`src/rtl/scan_sel_mux.sv`:
```
// Registered N-channel select mux with an auto-scan / manual-select sequencer.
// Define SCAN_MASK_EN to add ch_mask, restricting which channels the scan visits.
module scan_sel_mux #(
    parameter int unsigned   NCH         = 4,
    parameter int unsigned   W           = 1,
    parameter int unsigned   DWELL       = 1,
    parameter logic [W-1:0]  DEFAULT_VAL = '0,
    localparam int unsigned  SELW        = $clog2(NCH)
) (
    input  logic              clk,
    input  logic              reset,
    input  logic              en,
    input  logic              mode,
    input  logic [SELW-1:0]   man_sel,
    input  logic [NCH*W-1:0]  din,
`ifdef SCAN_MASK_EN
    input  logic [NCH-1:0]    ch_mask,
`endif
    output logic [W-1:0]      dout,
    output logic [SELW-1:0]   cur_sel,
    output logic              valid,
    output logic              wrap,
    output logic              err
);

    localparam int unsigned CW = (DWELL > 1) ? $clog2(DWELL) : 1;

    typedef enum logic [1:0] {IDLE, SCAN, MAN} state_t;

    state_t          state_q, state_d;
    logic [SELW-1:0] sel_q, sel_d;
    logic [CW-1:0]   cnt_q, cnt_d;
    logic            wrap_pend_q, wrap_pend_d;
    logic [W-1:0]    dout_d;
    logic [SELW-1:0] cur_sel_d;
    logic            valid_d, wrap_d, err_d;

    logic [NCH-1:0]  mask;
    logic [W-1:0]    sel_data;
    logic [SELW-1:0] first_idx, next_idx;
    logic            found, legal, present_ok;

`ifdef SCAN_MASK_EN
    assign mask = ch_mask;
`else
    assign mask = '1;
`endif

    // Channel mux; any index outside 0..NCH-1 falls through to DEFAULT_VAL.
    always_comb begin : sel_mux
        sel_data = DEFAULT_VAL;
        for (int k = 0; k < NCH; k++) begin
            if (sel_q == SELW'(k)) sel_data = din[k*W +: W];
        end
    end

    // Scan order: lowest enabled index above the current one, else lowest enabled.
    always_comb begin : scan_order
        first_idx = '0;
        next_idx  = '0;
        found     = 1'b0;
        for (int k = NCH - 1; k >= 0; k--) begin
            if (mask[k]) first_idx = SELW'(k);
        end
        for (int k = NCH - 1; k >= 0; k--) begin
            if (mask[k] && (SELW'(k) > sel_q)) begin
                next_idx = SELW'(k);
                found    = 1'b1;
            end
        end
        if (!found) next_idx = first_idx;
    end

    assign legal      = (sel_q <= SELW'(NCH - 1));
    assign present_ok = legal && !((state_q == SCAN) && (mask == '0));

    // Next-state, sequencer and registered-output logic.
    always_comb begin : next_logic
        state_d     = state_q;
        sel_d       = sel_q;
        cnt_d       = cnt_q;
        wrap_pend_d = wrap_pend_q;
        dout_d      = dout;
        cur_sel_d   = cur_sel;
        valid_d     = 1'b0;
        wrap_d      = 1'b0;
        err_d       = err;
        if (en) begin
            if (state_q == IDLE) begin
                state_d     = mode ? MAN : SCAN;
                sel_d       = mode ? man_sel : first_idx;
                cnt_d       = '0;
                wrap_pend_d = 1'b0;
            end else begin
                dout_d    = present_ok ? sel_data : DEFAULT_VAL;
                cur_sel_d = sel_q;
                valid_d   = present_ok;
                wrap_d    = wrap_pend_q;
                err_d     = !legal;
                wrap_pend_d = 1'b0;
                if (mode) begin
                    state_d = MAN;
                    sel_d   = man_sel;
                    cnt_d   = '0;
                end else if (state_q == MAN) begin
                    state_d = SCAN;
                    sel_d   = first_idx;
                    cnt_d   = '0;
                end else if (cnt_q == CW'(DWELL - 1)) begin
                    cnt_d = '0;
                    if (mask != '0) begin
                        sel_d       = next_idx;
                        wrap_pend_d = (next_idx <= sel_q);
                    end
                end else begin
                    cnt_d = cnt_q + CW'(1);
                end
            end
        end
    end

    // State and output registers.
    always_ff @(posedge clk or posedge reset) begin : regs
        if (reset) begin
            state_q     <= IDLE;
            sel_q       <= '0;
            cnt_q       <= '0;
            wrap_pend_q <= 1'b0;
            dout        <= '0;
            cur_sel     <= '0;
            valid       <= 1'b0;
            wrap        <= 1'b0;
            err         <= 1'b0;
        end else begin
            state_q     <= state_d;
            sel_q       <= sel_d;
            cnt_q       <= cnt_d;
            wrap_pend_q <= wrap_pend_d;
            dout        <= dout_d;
            cur_sel     <= cur_sel_d;
            valid       <= valid_d;
            wrap        <= wrap_d;
            err         <= err_d;
        end
    end

endmodule

```
`config.mk`:
```
export PLATFORM = sky130hd
export DESIGN_NAME = scan_sel_mux
export DESIGN_NICKNAME = d
export VERILOG_FILES = /design/src/rtl/scan_sel_mux.sv
export SDC_FILE = /design/constraint.sdc
export NUM_CORES = 1
export LEC_CHECK = 0
export BUFFER_PORTS_ARGS = -buffer_cell sky130_fd_sc_hd__buf_2
export CORE_AREA = 10 10 47 49
export DETAILED_ROUTE_END_ITERATION = 8
export DIE_AREA = 0 0 57 59
export PLACE_DENSITY_LB_ADDON = 0.15
export SYNTH_ARGS = -nofsm -noshare
export SYNTH_HDL_FRONTEND = slang
export SYNTH_SLANG_ARGS = --single-unit
export TNS_END_PERCENT = 100
```
`constraint.sdc`:
```
create_clock -name clk -period 1.3 [get_ports clk]
set_input_delay 0.13 -clock clk [delete_from_list [all_inputs] [get_ports clk]]
set_output_delay 0.13 -clock clk [all_outputs]
set_load 0.01 [all_outputs]
```
==> results_dict.tcl, run 1 <==
set metrics [dict create \
    required_ps 1460 \
    h-tree-depth 1 \
    cts_tree "yes" \
    dpl_cell_area_um2 614 \
    clk_latency_ps 260 \
    clk_pin_slew_ps 70 \
    routed_via_density 4.58 \
    seqCellArea_um2 250 \
    drive_above_1_share_pct 43.4 \
    fin_util_pct 50.7 \
    synth_nets 67 \
    row_count 14 \
    hold_violations 0 \
    critPathArrivalTime_ps 1420 \
    place_inst 85 \
    critical_path_class "reg2reg" \
    status "finished clean" \
    pin_count 16 \
    power_density_nw_per_um2 1260 \
    wl_um 1110 \
    netlist-cell-type-count 18 \
    multi_input_area_um2 245 \
    core-area_um2 1400 \
    grt_max_degree 11 \
    slew_violations 0 \
    clkSinkCount 10 \
    grt-ovfl-total 0 \
    leakagePower_nw 0.370 \
    drc_errors 0 \
    async_flop_share_pct 100 \
    fmax_ghz 0.794 \
    synthFlopType "dfrtp_1" \
    port_buffers 14 \
    worstSetupEndpointType "flop" \
    grt.met1_usage_pct 7.84 \
    antenna_found_initial 0 \
    syn_area_um2 509 \
    grt_busiest_layer "met2" \
    antenna_left 0 \
    post-route-min-period_ps 1260 \
    grt_util_met2_pct 10.2 \
    fin_worst_skew_ps 1.51 \
    fin_area_um2 711 \
    critPathSlowestCell "dfrtp_1" \
    ys_warn_count 0 \
    fin_nets 91 \
    critPathMaxFanout 3 \
    vias 421 \
    fillCellCount 129 \
    crit_chain "inv_2, ha_4, nor2_1, a31oi_1, o211ai_1, a22o_1" \
    syn_inst 53 \
    yosysSeqAreaShare_pct 49.1 \
    area_growth_pct 39.6 \
    drtPass1Iterations 2 \
    critPathLaunchType "flop" \
    numCtsBuffers 3 \
    ctsLongestPathBuffers 2 \
    drt_iter0_drc 3 \
    power.total_w 0.000895 \
    max_stage_delay_ps 430 \
    min_path_type "in2reg" \
    synth-edff-count 0 \
    first_global_vias 438 \
    grtUsageMet3_pct 4.08 \
    place_congestion 0.714 \
    setup_viol 0 \
    die_y_um 59 \
    max-cap-violations 0 \
    dp_hpwl_um 850 \
    fin_crit_sh_pct 96.9 \
    timing.hold.ws_ps 120 \
    die_w_um 57 \
    floorplan.initialDensity_pct 36.3 \
    wire_per_inst_um 12.0 \
    die_area_um2 3360 \
    instances_no_fill 92 \
    rsz0062_at_grt "yes" \
    ys_ff_latch 10 \
    grt_pass1_wl_um 1860 \
    syn_area_per_cell_um2 9.61 \
    diodes 0 \
    grt_usage_pct 6.91 \
    ir_drop_mv 0.677 \
    clock-root-buffer "clkbuf_4" \
]
-- critical path, delay by kind of cell, from the launching register on --
family	cells	cell delay, ps
buf+inv	1	120
simple gates	1	40
flops	1	430
fa+ha+maj	1	130
compound gates	3	430
-- cells in the final DEF (no fill, tap or decap), drive strengths merged --
master / count
o211ai: 1
nor3: 1
o21ai: 5
nand2: 8
dfrtp: 10
a31oi: 1
nand2b: 1
buf: 20
dlygate4sd3: 1
clkbuf: 4
mux2i: 1
conb: 1
a21oi: 3
inv: 8
o22ai: 1
nor2: 4
ha: 4
a22o: 2
-- power by group --
part	total (W)	switching (W)	internal [W]
combinational	0.000232	0.000117	0.000116
clock	0.000282	0.000112	0.000170
sequential	0.000380	0.0000288	0.000352
-- path summary, 6_finish.rpt --
check / from / end / slack (ps) / depth (start not counted)
worst max-delay path: sel_q[1] / dout / 40 / 6
worst min-delay path: mode / state_q[0] / 120 / 2
worst max register to register: sel_q[1] / dout / 40 / 6
worst min register to register: cur_sel[0] / cur_sel[0] / 480 / 2
max in group asynchronous: reset / dout / 630 / 3
min in group asynchronous: reset / cur_sel[1] / 390 / 3
-- state kept, by name, summed over array words and instances (netlist names) --
register / cells
cur_sel: 2
sel_q: 2
state_q: 2
dout: 1
valid: 1
wrap: 1
wrap_pend_q: 1
-- cells by family (layout without fill, tap and decap cells) --
kind of cell / count (synthesis) / in the layout / share of synthesized area, %
buffers and inverters: 10 / 33 / 8.84
adders and majority gates: 4 / 4 / 9.83
and+or+nand+nor: 14 / 14 / 13.5
other: 1 / 1 / 0.736
muxes: 1 / 1 / 1.97
AOI/OAI and AO/OA: 13 / 13 / 16.0
DFF: 10 / 10 / 49.1
-- layout make-up --
class	instances	area share (%)
clock buffers	4	5.11
well taps	16	2.82
multi-input cells	33	34.5
repair buffers	21	18.1
inverters	8	4.23
flip-flops and latches	10	35.2
-- timing repair --
| item | CTS | global route |
|---|---|---|
| endpoints found under the setup margin | 1 | 1 |
| pin swaps | 0 | 3 |
| hold buffers | 1 | 0 |
| cloned | 0 | 0 |
| resized for setup | 2 | 7 |
| hold endpoints to repair | 10 | 0 |
| setup buffers | 0 | 2 |
-- cell usage after synthesis, types with 2 or more instances --
cell	instances	share of area (%)
nand2_1	8	5.9
ha_1	4	9.8
o21ai_1	3	2.9
inv_1	8	5.9
a22o_1	2	3.4
buf_4	2	2.9
nor2_1	4	2.9
a21oi_1	3	2.9
dfrtp_1	10	49
-- routing by layer --
layer	routed length, um	share of wire (%)
met3	82	7.4
met4	11	0.99
met2	480	43
met1	534	48
met5	0	0
-- stage by stage --
stage / TNS (ps) / setup slack (ps)
finish: 0 / 40.9
global route: -26.2 / -26.2
CTS: 0 / 7.20
detailed placement: -13.1 / -13.1
global placement: -9.48 / -9.48
floorplan: 0 / 40.9
Power figures use the tool's default switching activity.
==> run 2: changes to the inputs <==
--- a/config.mk
+++ b/config.mk
@@ -7,9 +7,11 @@
 export LEC_CHECK = 0
 export BUFFER_PORTS_ARGS = -buffer_cell sky130_fd_sc_hd__buf_2
 export CORE_AREA = 10 10 47 49
+export CTS_BUF_LIST = sky130_fd_sc_hd__clkbuf_4 sky130_fd_sc_hd__clkbuf_8 sky130_fd_sc_hd__clkbuf_16
 export DETAILED_ROUTE_END_ITERATION = 8
 export DIE_AREA = 0 0 57 59
 export PLACE_DENSITY_LB_ADDON = 0.15
+export REMOVE_ABC_BUFFERS = 1
 export SYNTH_ARGS = -nofsm -noshare
 export SYNTH_HDL_FRONTEND = slang
 export SYNTH_SLANG_ARGS = --single-unit
==> run 2 against run 1 <==
  * Global-route usage is 0.087 points lower
  * Critical endpoint unchanged
  * Count of clock-buffer cells in the layout stayed put
  * Via count is 1.4% lower
  * Critical path type unchanged
  * Sequential cell count stayed put
  * Final cell count stayed put
  * Non-clock buffer count stayed put
  * Sequential share of layout area is 0.31 points higher
  * Cell area is 0.88% lower
==> results_dict.tcl, run 2 (synthesis results as in run 1) <==
set metrics [dict create \
    first_global_vias 433 \
    final_common_cell "buf_2" \
    pin_count 16 \
    drtPass1Iterations 4 \
    r2r_start "sel_q[0]" \
    antenna_left 0 \
    leakagePower_nw 0.370 \
    largestRegisters "cur_sel: 2 flops, sel_q: 2 flops, state_q: 2 flops" \
    dp_hpwl_um 823 \
    critical_path_class "reg2reg" \
    wire_per_inst_um 11.7 \
    critPathCapture "dout" \
    die_y_um 59 \
    port_buffers 14 \
    max-cap-violations 0 \
    worstReg2RegEnd "dout" \
    reg2reg_slack_ps 40 \
    fin_worst_skew_ps 2.26 \
    clk_pin_slew_ps 70 \
    critPathLaunchType "flop" \
    post-route-min-period_ps 1260 \
    critPathMaxFanout 3 \
    layout_common_cells "buf_2, dfrtp_1, nand2_1" \
    setup_viol 0 \
    numCtsBuffers 3 \
    timing.hold.ws_ps 104 \
    status "finished clean" \
    core-area_um2 1400 \
    grt_max_degree 11 \
    diodes 0 \
    wl_um 1070 \
    ctsLongestPathBuffers 2 \
    fin_nets 91 \
    fin_crit_sh_pct 96.8 \
    drive_above_1_share_pct 40.8 \
    setup.worst_path.start "sel_q[0]" \
    clock-root-buffer "clkbuf_4" \
    grt_pass1_wl_um 1820 \
    power.total_w 0.000883 \
    required_ps 1460 \
    worstSetupEndpointType "flop" \
    wl_met3_um 83 \
    clk_latency_ps 260 \
    routed_via_density 4.51 \
    grt-ovfl-total 0 \
    highest_layer "met4" \
    place_congestion 0.726 \
    row_count 14 \
    ir_drop_mv 0.872 \
    cts_tree "yes" \
    min_path_type "in2reg" \
    vias 415 \
    area_growth_pct 38.3 \
    wl_met1_um 494 \
    drc_errors 0 \
    antenna_found_initial 0 \
    floorplan.initialDensity_pct 36.3 \
    fmax_ghz 0.795 \
    clkSinkCount 10 \
    power_density_nw_per_um2 1250 \
    h-tree-depth 1 \
    drt_iter0_drc 3 \
    critPathArrivalTime_ps 1410 \
    hold_violations 0 \
    grt_usage_pct 6.82 \
    route.met2.wl_um 484 \
    die_w_um 57 \
    die_area_um2 3360 \
    fillCellCount 139 \
    r2r_cells 6 \
    slew_violations 0 \
]
## run 2: changes by cell type in the layout (fill, tap and decap cells not counted)
cell	delta
a21oi_1	+1
a21oi_2	-1
nor2_1	+1
nor2_2	-1
## run 2: cell type report
cell class                      instances  area (um2)  share of cell area [%]
Clock buffer                            4        36.3                    5.15
Tap cell                               16        20.0                    2.84
Multi-Input combinational cell         33         239                    33.9
Inverter                                8        30.0                    4.26
Timing Repair Buffer                   21         129                    18.3
Sequential cell                        10         250                    35.5
## run 2: what timing repair did
item,in CTS,in global routing
pin swaps,0,2
cloned,0,0
buffers inserted,0,2
hold endpoints to repair,10,0
resized for setup,2,5
endpoints found under the setup margin,1,1
hold buffers,1,0
## run 2: through the flow
step / TNS [ps] / util, % / cell area [um2] / cells / setup slack (ps)
after global placement: -6.25 / 43.8 / 614 / 85 / -6.25
after floorplan: 0 / - / 494 / 51 / 40.9
after global routing: -10.9 / 50.3 / 704 / 92 / -10.9
after CTS: 0 / 47.3 / 663 / 90 / 18.5
after detailed placement: -10.8 / 43.8 / 614 / 85 / -10.8
final: 0 / 50.3 / 704 / 92 / 42.2
## run 2: power by group
group | internal, W | switching [W] | leakage (nW)
clock | 0.000170 | 0.000109 | 0.0210
sequential | 0.000352 | 0.0000258 | 0.125
combinational | 0.000113 | 0.000114 | 0.224
## run 2: how the worst min path moves through the flow
stage	from	depth (start not counted)	slack, ps	to
floorplan	reset	1	-30	cur_sel[0]
global placement	reset	2	130	valid
detailed placement	reset	2	130	cur_sel[1]
CTS	mode	2	100	state_q[0]
global route	mode	2	120	state_q[0]
finish	mode	2	100	state_q[0]
## run 2: routing by layer
| layer | up-vias | track usage (%) |
|---|---|---|
| li1 | 217 | - |
| met1 | 183 | 7.60 |
| met2 | 13 | 10.1 |
| met3 | 2 | 4.29 |
| met4 | 0 | 3.02 |
| met5 | - | 0 |
## run 2: critical path, stage by stage, from the launching register on
cell and delay [ps]:
dfrtp_1 420, inv_2 110, ha_4 150, nor2_1 40, a31oi_1 150, o211ai_1 100
a22o_1 180
